## src/rtl/secure_serdes_cipher.sv

```systemverilog
// secure_serdes_cipher: serial-in A/B cipher with four modes, parallel result and re-serialised output
module secure_serdes_cipher #(
  parameter int WIDTH     = 8,
  parameter int MSB_FIRST = 1,
  parameter int ROT       = 3
) (
  input  logic             clk,
  input  logic             rst_n,
  input  logic             ena,
  input  logic             start,
  input  logic [1:0]       mode,
  input  logic             a_bit,
  input  logic             b_bit,
  output logic [WIDTH-1:0] cipher,
  output logic             parity,
  output logic             valid,
  output logic             ser_out,
  output logic             ser_valid,
  output logic             busy
);
  localparam int CW = $clog2(WIDTH + 1);
  typedef enum logic [1:0] {IDLE, SHIFT, CALC, SEROUT} state_t;
  state_t           state, state_nx;
  logic [CW-1:0]    cnt;
  logic [1:0]       mode_q;
  logic [WIDTH-1:0] a_sr, b_sr, o_sr, x, rotl, res;
  logic             valid_q;
  logic             last;
  assign last = cnt == CW'(WIDTH - 1);
  assign x    = a_sr ^ b_sr;
  assign rotl = (ROT == 0) ? x : (x << ROT) | (x >> (WIDTH - ROT));
  assign res  = mode_q == 2'd0 ? x :
                mode_q == 2'd1 ? ~x :
                mode_q == 2'd2 ? a_sr + b_sr : rotl;
  // state register; all state freezes while ena is low
  always_ff @(posedge clk or negedge rst_n) begin
    if (!rst_n) state <= IDLE;
    else if (ena) state <= state_nx;
  end
  // next-state: the counter paces both the shift-in and shift-out phases
  always_comb begin
    state_nx = state;
    case (state)
      IDLE:    state_nx = start ? SHIFT : IDLE;
      SHIFT:   state_nx = last ? CALC : SHIFT;
      CALC:    state_nx = SEROUT;
      SEROUT:  state_nx = last ? IDLE : SEROUT;
      default: state_nx = IDLE;
    endcase
  end
  // outputs: handshake pulses are masked while the clock enable is low
  always_comb begin
    busy      = state != IDLE;
    ser_valid = (state == SEROUT) && ena;
    valid     = valid_q && ena;
    ser_out   = (MSB_FIRST != 0) ? o_sr[WIDTH-1] : o_sr[0];
  end
  // datapath: shift-in, result capture and shift-out, advancing only on enabled edges
  always_ff @(posedge clk or negedge rst_n) begin
    if (!rst_n) begin
      cnt     <= '0;
      mode_q  <= '0;
      a_sr    <= '0;
      b_sr    <= '0;
      o_sr    <= '0;
      cipher  <= '0;
      parity  <= 1'b0;
      valid_q <= 1'b0;
    end else if (ena) begin
      valid_q <= 1'b0;
      case (state)
        IDLE: if (start) begin
          mode_q <= mode;
          a_sr   <= '0;
          b_sr   <= '0;
          cnt    <= '0;
        end
        SHIFT: begin
          a_sr <= (MSB_FIRST != 0) ? {a_sr[WIDTH-2:0], a_bit} : {a_bit, a_sr[WIDTH-1:1]};
          b_sr <= (MSB_FIRST != 0) ? {b_sr[WIDTH-2:0], b_bit} : {b_bit, b_sr[WIDTH-1:1]};
          cnt  <= cnt + 1'b1;
        end
        CALC: begin
          cipher  <= res;
          parity  <= ^res;
          valid_q <= 1'b1;
          o_sr    <= res;
          cnt     <= '0;
        end
        default: begin
          o_sr <= (MSB_FIRST != 0) ? o_sr << 1 : o_sr >> 1;
          cnt  <= cnt + 1'b1;
        end
      endcase
    end
  end
endmodule

```

## config.mk

```make
export PLATFORM = sky130hd
export DESIGN_NAME = secure_serdes_cipher
export DESIGN_NICKNAME = d
export VERILOG_FILES = /design/src/rtl/secure_serdes_cipher.sv
export SDC_FILE = /design/constraint.sdc
export NUM_CORES = 1
export LEC_CHECK = 0
export BUFFER_PORTS_ARGS = -buffer_cell sky130_fd_sc_hd__buf_2
export CAP_MARGIN = 20
export CORE_UTILIZATION = 50
export DETAILED_ROUTE_END_ITERATION = 8
export PLACE_DENSITY = 0.79
export SLEW_MARGIN = 30
export SYNTH_ARGS = -nofsm -noshare
export SYNTH_HDL_FRONTEND = slang
export SYNTH_SLANG_ARGS = --single-unit
```

## constraint.sdc

```tcl
create_clock -name clk -period 4 [get_ports clk]
set_input_delay 0.4 -clock clk [delete_from_list [all_inputs] [get_ports clk]]
set_output_delay 0.4 -clock clk [all_outputs]
set_load 0.01 [all_outputs]
```

==> results of run 1 <==
Yosys cell counts, drive strengths merged (2+ instances only):
| cell | n | share of area |
|---|---|---|
| inv | 4 | 0.0063 |
| nor2b | 4 | 0.011 |
| ha | 8 | 0.042 |
| or2 | 3 | 0.0079 |
| a211oi | 3 | 0.012 |
| a211o | 2 | 0.0074 |
| xnor3 | 2 | 0.019 |
| mux2i | 8 | 0.039 |
| buf | 7 | 0.026 |
| o21ai | 21 | 0.044 |
| a22o | 17 | 0.063 |
| a21o | 6 | 0.019 |
| nor3 | 6 | 0.013 |
| nand3b | 2 | 0.0063 |
| xor2 | 4 | 0.018 |
| a21oi | 5 | 0.012 |
| dfrtp | 42 | 0.44 |
| o211ai | 2 | 0.0085 |
| xnor2 | 7 | 0.032 |
| mux2 | 7 | 0.033 |
| clkbuf | 7 | 0.011 |
| and3 | 2 | 0.0053 |
| nor2 | 12 | 0.019 |
| nand2 | 23 | 0.037 |
| a31oi | 3 | 0.0079 |
| nand3 | 6 | 0.013 |
logic make-up after synthesis:
kind of cell               count (synthesis)  synth area share
AOI/OAI and AO/OA                         65             0.200
and+or+nand+nor                           61             0.120
DFF                                       42             0.444
buffers and inverters                     18            0.0434
muxes                                     15            0.0725
xor gates and xnor gates                  13            0.0693
adders and majority gates                  9            0.0508
sequential cells by signal, summed over array words and instances, names as in the netlist:
name,cells
a_sr,8
parity,1
valid_q,1
b_sr,8
cnt,4
mode_q,2
o_sr,8
cipher,8
state,2
worst max-delay path, delay by kind of cell (launching register included):
kind	cells	cell delay (ps)
DFF	1	400
adders and majority gates	2	670
AOI/OAI and AO/OA	4	770
xor gates and xnor gates	2	660
muxes	1	130
final timing paths:
kind                                          to  slack [ps]  depth (start not counted)
max                           parity$_DFFE_PN0P_        1230                          9
min                        mode_q[0]$_DFFE_PN0P_          80                          1
max reg2reg                   parity$_DFFE_PN0P_        1230                          9
min reg2reg                cipher[0]$_DFFE_PN0P_         470                          1
max in group asynchronous    a_sr[5]$_DFFE_PN0P_        3560                          1
min in group clk           mode_q[0]$_DFFE_PN0P_         320                          3
layer usage:
metal,up-vias,GRT usage,wire (µm)
met5,-,0,0
met4,0,0.0956,108
met3,10,0.0484,146
met2,32,0.288,2080
met1,815,0.262,2060
li1,833,-,-
layout make-up:
type,count,area share
multi-input cells,163,0.480
flip-flops and latches,42,0.416
repair buffers,20,0.0406
clock buffers,6,0.0287
well taps,52,0.0257
inverters,4,0.00594
clock inverters,1,0.00297
power groups by stage:
stage	registers, mW	logic [mW]	clock network, mW
after CTS	0.759	1.30	0.266
final	0.761	1.30	0.261
after global placement	0.758	1.27	0
after detailed placement	0.765	1.29	0
after floorplan	0.706	1.16	0
after global routing	0.788	1.41	0.284
cell usage in the layout (no fill, tap or decap), types with 3 or more instances in the layout:
cell and count:
a21o_1 6, a21oi_1 4, a22o_1 17, a31oi_1 3, buf_2 19, clkbuf_8 5
dfrtp_1 42, ha_1 8, inv_1 3, mux2_2 7, mux2i_1 7, nand2_1 23
nand3_1 6, nor2_1 11, nor2b_1 4, nor3_1 6, o21ai_0 17, o21ai_1 4
xnor2_1 5, xor2_1 3
stage by stage:
stage,std cells,util,worst slack [ps]
after global routing,288,0.569,1110
final,288,0.569,1230
after global placement,281,0.550,1320
after detailed placement,281,0.550,1220
after CTS,288,0.568,1220
after floorplan,223,-,1440
==> flow_summary.yaml, run 1 <==
pwr:
  max-vdd-ir-drop_mv: 0.383
  power.density_nw_per_um2: 917
  pwr-share-clk: 0.113
  seq_power_share: 0.328
  p_comb_frac: 0.559
  p_switching_uw: 928
  power.internal_mw: 1.39
  p_leak_nw: 1.27
  total_power_mw: 2.32
  swShare: 0.400
global_routing:
  antenna_found_initial: 0
  grt_pass1_wl_um: 7470
  grt_usage: 0.193
  grt_max_degree: 43
  globalRouteOverflowTotal: 0
  grt_pass1_vias: 1588
timing:
  report.final.setup_viol: 0
  hold_ws_ps: 79.7
  clock.fmax_ghz: 0.361
  fin_crit_sh: 0.693
  report.final.slew_viol_count: 0
  final.setup.tns_ps: 0
  finClkSkew_ps: 3.78
  worstMarginPinSlew_ps: 799
  hold_viol: 0
  slew_headroom: 0.467
  period_needed_ps: 2770
  rsz0062_at_grt: "false"
setup_path:
  crit_path_frequent_cell: "xnor3_1"
  crit_chain: "ha_1 -> fa_1 -> a211o_1 -> o211ai_2 -> mux2i_1 -> a211oi_2 -> xnor3_1 -> xnor3_1 -> o21ai_1"
  slowest_stage: "xnor3_1"
  critPathCaptureType: "register"
  cp.arrival_ps: 2930
  crit_path_max_incr_delay_ps: 450
  worstSetupStartpointType: "register"
  worst_r2r_startpoint: "a_sr[0]$_DFFE_PN0P_"
  crit_path_max_fanout: 4
  startpoint: "a_sr[0]$_DFFE_PN0P_"
  path_class: "reg -> reg"
  critPathRequiredTime_ps: 4160
min_path:
  hold_path.class: "in -> async"
placement:
  hpwl_um: 3150
  place_congestion: 0.846
  placed_cell_area_um2: 2440
  port-buffer-count: 20
synth:
  synth_edf_count: 0
  yosysWarnings: 0
  synthCells: 223
  ys_seq_area_frac: 0.444
  yosysUniqueCellTypes: 47
  syn_nets: 240
  synth_seq_cells: 42
  syn_area_um2: 2360
  avgSynthCellArea_um2: 10.6
  async_flop_share: 1.00
  ys.flop_type: "dfrtp_1"
floorplanning:
  boundaryPins: 21
  die_w_um: 70.8
  die-area_um2: 5010
  core_um2: 4440
  die_height_um: 70.8
  row_count: 24
  start_util: 0.532
clock_network:
  cts_buffer_depth: 2
  cts_buffers: 5
  cts-htree-levels: 2
  insertion_delay_ps: 290
  clock_sinks: 42
  root_buffer: "clkbuf_8"
  cts_resized: 0
  ctsHoldBuffers: 0
  cts_setup_buffers: 0
  cts_tree: "built"
  clk_pin_slew_ps: 80
detailed_routing:
  postRouteAntennaNets: 0
  drtIter0Drc: 167
  vias: 1690
  drt-pass1-iter-count: 6
  route.detailed.drc: 4
  wirelength_um: 4400
  vias_per_cell: 5.87
  wl_per_cell_um: 15.3
run:
  cap_violations: 0
final_layout:
  fillers: 393
  syn2layout_area_growth_pct: 6.88
  layout.nets: 253
  insertedDiodeCount: 0
  fin_area_um2: 2530
  register_area_um2: 1050
  drive_above_1_share: 0.191
  multi_input_area_um2: 1210
run_status:
  outcome: "complete, but fails checks"
  violations: "DRC"
Power figures use the tool's default switching activity.
==> inputs of run 2 (changes only) <==
==> constraint.sdc (replaced) <==
create_clock -name clk -period 2.85 [get_ports clk]
set_input_delay 0.285 -clock clk [delete_from_list [all_inputs] [get_ports clk]]
set_output_delay 0.285 -clock clk [all_outputs]
set_load 0.01 [all_outputs]
==> run 2 against run 1 <==
Compared with the run above: the run still ends with DRC left; sequential cell count unchanged; hold slack improved by 110 ps; clock power increased by 41%; maximum frequency increased by 1.7%; clock skew increased by 1.6 ps; core utilization increased by 1.4 points; sequential power increased by 35%; non-clock buffer count increased by 7; largest cell class unchanged.
==> flow_summary.yaml, run 2 (same netlist as run 1, synthesis figures left out) <==
run_status:
  outcome: "complete, but fails checks"
  violations: "DRC"
detailed_routing:
  drtIter0Drc: 107
  wirelength_um: 4570
  postRouteAntennaNets: 0
  route.detailed.drc: 4
  wl_per_cell_um: 15.5
  vias: 1724
  vias_per_cell: 5.84
  drt-pass1-iter-count: 6
placement:
  placed_cell_area_um2: 2460
  place_congestion: 0.902
  post-place-ws_ps: 97.5
  port-buffer-count: 20
  dpl.cell_count: 284
  hpwl_um: 3140
clock_network:
  cts_buffers: 5
  root_buffer: "clkbuf_8"
  clock_sinks: 42
  clk_pin_slew_ps: 80
  cts-htree-levels: 2
  cts_buffer_depth: 2
  cts_tree: "built"
  insertion_delay_ps: 300
timing:
  rsz0062_at_grt: "false"
  period_needed_ps: 2730
  finClkSkew_ps: 5.34
  report.final.slew_viol_count: 0
  final.setup.tns_ps: 0
  clock.fmax_ghz: 0.367
  report.final.setup_viol: 0
  slew_headroom: 0.601
  hold_ws_ps: 187
  hold_viol: 0
  setup_slack_ps: 123
  fin_crit_sh: 0.957
  worstMarginPinSlew_ps: 596
global_routing:
  grt_usage: 0.195
  grt_use_met1: 0.251
  antenna_found_initial: 0
  globalRouteOverflowTotal: 0
  busiest_layer: "met2"
  grt_util_met2: 0.325
  grt_pass1_wl_um: 7700
  grt_use_met3: 0.0427
  grt_max_degree: 43
  grt_pass1_vias: 1636
setup_path:
  startpoint: "b_sr[0]$_DFFE_PN0P_"
  critPathRequiredTime_ps: 3010
  worstSetupEndpoint: "parity$_DFFE_PN0P_"
  path_delay_family: "compound AO/OA/AOI/OAI gates"
  crit_path_max_fanout: 4
  crit_path_frequent_cell: "xnor3_1"
  regToRegSetupSlack_ps: 120
  r2r_end: "parity$_DFFE_PN0P_"
  crit_chain: "ha_2 -> fa_2 -> a211o_1 -> o211ai_2 -> a211oi_2 -> a311oi_2 -> xnor3_1 -> xnor3_1 -> o21ai_1"
  slowest_stage: "fa_2"
  critPathCaptureType: "register"
  cp_num_cells: 9
  crit_path_max_incr_delay_ps: 430
  path_class: "reg -> reg"
  worstSetupStartpointType: "register"
  r2r_cells: 9
  worst_r2r_startpoint: "b_sr[0]$_DFFE_PN0P_"
  path_buf_inv: 0
  cp.arrival_ps: 2890
min_path:
  hold_path.class: "in -> reg"
floorplanning:
  boundaryPins: 21
  die-area_um2: 5010
  die_w_um: 70.8
  start_util: 0.532
  die_height_um: 70.8
  row_count: 24
  core_um2: 4440
pwr:
  total_power_mw: 3.31
  max-vdd-ir-drop_mv: 0.653
  power.density_nw_per_um2: 1280
  p_leak_nw: 1.31
run:
  cap_violations: 0
final_layout:
  stdcell_count: 295
  fin_area_um2: 2590
  syn2layout_area_growth_pct: 9.47
  insertedDiodeCount: 0
  final_common_cell: "dfrtp_1"
  final_util: 0.582
  drive_above_1_share: 0.222
  layout_common_cells: "42 x dfrtp_1, 23 x nand2_1, 19 x buf_2, 17 x a22o_1, 17 x o21ai_0"
  layout.nets: 260
run 2: cell types whose count changed in the layout (fill, tap and decap cells not counted), sizes merged:
cell	delta
buf	+6
clkinv	+2
clkbuf	-1
dlygate4sd3	+1
clkinvlp	-1
run 2: cell type report:
type                       count  area [µm²]
fill                         366        1860
tap                           52        65.1
timing repair buffer          27         158
clock buffer                   5        68.8
multi-input combinational    163        1220
inverter                       4        15.0
clock inverter                 2        10.0
sequential                    42        1050
run 2: metal layers:
metal / vias up / wire [µm]
met5: - / 0
met4: 0 / 62
met3: 5 / 167
met2: 35 / 2190
met1: 843 / 2150
li1: 841 / -
run 2: timing repair:
action,4_1_cts,5_1_grt
setup endpoints to repair,0,1
endpoints found under the hold margin,0,14
buffers inserted,0,3
gates resized for setup,0,3
hold buffers,0,1
run 2: report_power, final:
part | internal (mW) | switching (mW)
Combinational | 1.00 | 0.909
Clock | 0.165 | 0.204
Sequential | 0.814 | 0.219
run 2: how the worst min path moves through the flow:
stage | slack, ps | from | cells after the start | endpoint
2_1_floorplan | -10 | rst_n | 0 | a_sr[0]$_DFFE_PN0P_
3_3_place_gp | 460 | cipher[0]$_DFFE_PN0P_ | 1 | cipher[0]$_DFFE_PN0P_
3_5_place_dp | 460 | cipher[0]$_DFFE_PN0P_ | 1 | cipher[0]$_DFFE_PN0P_
4_1_cts | 150 | rst_n | 1 | cipher[0]$_DFFE_PN0P_
5_1_grt | 210 | mode[0] | 3 | mode_q[0]$_DFFE_PN0P_
6_report | 190 | mode[0] | 3 | mode_q[0]$_DFFE_PN0P_
run 2: worst register-to-register path, cell delays in order, from the launching register on:
cell	delay, ps
dfrtp_1	400
ha_2	210
fa_2	430
a211o_1	320
o211ai_2	100
a211oi_2	110
a311oi_2	370
xnor3_1	390
xnor3_1	210
o21ai_1	60
==> inputs of run 3 (changes only) <==
--- a/config.mk
+++ b/config.mk
@@ -10,6 +10,7 @@
 export CORE_UTILIZATION = 50
 export DETAILED_ROUTE_END_ITERATION = 8
 export PLACE_DENSITY = 0.79
+export REMOVE_ABC_BUFFERS = 1
 export SLEW_MARGIN = 30
 export SYNTH_ARGS = -nofsm -noshare
 export SYNTH_HDL_FRONTEND = slang
==> run 3 against run 2 <==
Compared with the run above: the run now ends clean; sequential share of layout area about the same; largest power group unchanged; via count decreased by 2.0%; critical path depth decreased by 1; hold slack improved by 19 ps; wire length decreased by 1.6%.
==> flow_summary.yaml, run 3 (same netlist as run 1, synthesis figures left out) <==
timing:
  period_needed_ps: 2710
  report.final.slew_viol_count: 0
  finClkSkew_ps: 6.99
  clock.fmax_ghz: 0.368
  slew_headroom: 0.604
  worstMarginPinSlew_ps: 593
  fin_crit_sh: 0.952
  report.final.setup_viol: 0
  hold_viol: 0
  hold_ws_ps: 206
clock_network:
  clk_pin_slew_ps: 80
  clock_sinks: 42
  cts_tree: "built"
  insertion_delay_ps: 300
  root_buffer: "clkbuf_8"
  cts-htree-levels: 2
  cts_buffer_depth: 2
  cts_resized: 0
  cts_buffers: 5
run:
  cap_violations: 0
global_routing:
  grt_pass1_wl_um: 7710
  grt_usage: 0.202
  globalRouteOverflowTotal: 0
  grt_max_degree: 43
  antenna_found_initial: 0
  grt_pass1_vias: 1568
pwr:
  p_switching_mw: 1.31
  swShare: 0.387
  max-vdd-ir-drop_mv: 1.30
  p_comb_frac: 0.549
  power.internal_mw: 2.07
  p_leak_nw: 1.31
  pwr-share-clk: 0.139
  power.density_nw_per_um2: 1300
  total_power_mw: 3.37
  seq_power_share: 0.312
final_layout:
  drive_above_1_share: 0.199
  layout.nets: 257
  stdcell_count: 293
  insertedDiodeCount: 0
  layout_common_cells: "42 x dfrtp_1, 23 x nand2_1, 19 x buf_2, 17 x a22o_1, 17 x o21ai_0"
  syn2layout_area_growth_pct: 9.42
  final_common_cell: "dfrtp_1"
setup_path:
  crit_path_max_fanout: 4
  critPathRequiredTime_ps: 3070
  critPathCaptureType: "register"
  cp.arrival_ps: 2940
  path_class: "reg -> reg"
  worstSetupStartpointType: "register"
floorplanning:
  boundaryPins: 21
  die-area_um2: 5010
  core_um2: 4440
  die_w_um: 70.8
  die_height_um: 70.8
  start_util: 0.532
  row_count: 24
detailed_routing:
  postRouteAntennaNets: 0
  vias: 1690
  drt-pass1-iter-count: 4
  vias_per_cell: 5.77
  route.detailed.drc: 0
  drtIter0Drc: 89
  wl_per_cell_um: 15.4
  wirelength_um: 4500
placement:
  place_congestion: 0.893
  port-buffer-count: 20
  hpwl_um: 3220
  dpl.cell_count: 283
min_path:
  hold_path.class: "in -> reg"
run_status:
  outcome: "complete, no violations"
run 3: cell types whose count changed in the layout (fill, tap and decap cells not counted):
cell        delta
clkbuf_1       +1
ha_1           +1
ha_2           -1
clkinv_2       -2
clkinvlp_4     +1
a211oi_1       +1
fa_1           +1
a211oi_2       -1
bufinv_16      +1
fa_2           -1
buf_4          -3
run 3: worst max-delay path, cell delays in order (launching register included):
cell,delay (ps)
dfrtp_1,400
ha_1,230
fa_1,420
a21o_1,210
a2111oi_1,560
a211oi_2,100
xnor3_1,390
xnor3_1,200
o21ai_1,110
run 3: routing by layer:
layer / global-route usage / part of all wire
met5: 0 / 0
met4: 0.0800 / 0.017
met3: 0.0385 / 0.033
met2: 0.314 / 0.47
met1: 0.283 / 0.48
run 3: stage by stage:
| step | worst slack, ps | util | instance area [µm²] | TNS (ps) |
|---|---|---|---|---|
| after floorplan | 287 | - | 2280 | 0 |
| after global placement | 185 | 0.553 | 2460 | 0 |
| after detailed placement | 142 | 0.553 | 2460 | 0 |
| after CTS | 134 | 0.578 | 2570 | 0 |
| after global routing | -2.02 | 0.582 | 2590 | -2.02 |
| final | 135 | 0.582 | 2590 | 0 |
run 3: repair_timing:
action,in CTS,in global routing
hold endpoints to repair,0,1
setup endpoints to repair,0,1
setup buffers,0,1
hold buffers,0,1
run 3: area by class of cell:
class | instances | area [µm²]
clock buffers | 6 | 72.6
clock inverters | 2 | 37.5
fillers | 384 | 1860
inverters | 4 | 15.0
multi-input cells | 163 | 1210
flip-flops and latches | 42 | 1050
well taps | 52 | 65.1
repair buffers | 24 | 135
run 3: worst paths after layout:
| kind | startpoint | end | slack (ps) | cells after the start |
|---|---|---|---|---|
| max reg2reg | a_sr[0]$_DFFE_PN0P_ | parity$_DFFE_PN0P_ | 140 | 8 |
| max in group asynchronous | rst_n | b_sr[4]$_DFFE_PN0P_ | 2000 | 2 |
| max | a_sr[0]$_DFFE_PN0P_ | parity$_DFFE_PN0P_ | 140 | 8 |
| min in group asynchronous | rst_n | cnt[2]$_DFFE_PN0P_ | 490 | 2 |
| min | b_bit | b_sr[0]$_DFFE_PN0P_ | 210 | 2 |
| min reg2reg | cipher[3]$_DFFE_PN0P_ | cipher[3]$_DFFE_PN0P_ | 480 | 2 |
run 3: power by group through the flow:
stage	Combinational (mW)	Clock (mW)	Sequential, mW
2_1_floorplan	1.47	0	1.05
3_3_place_gp	1.80	0	1.05
3_5_place_dp	1.83	0	1.06
4_1_cts	1.84	0.478	1.05
5_1_grt	2.05	0.496	1.09
6_report	1.85	0.470	1.05
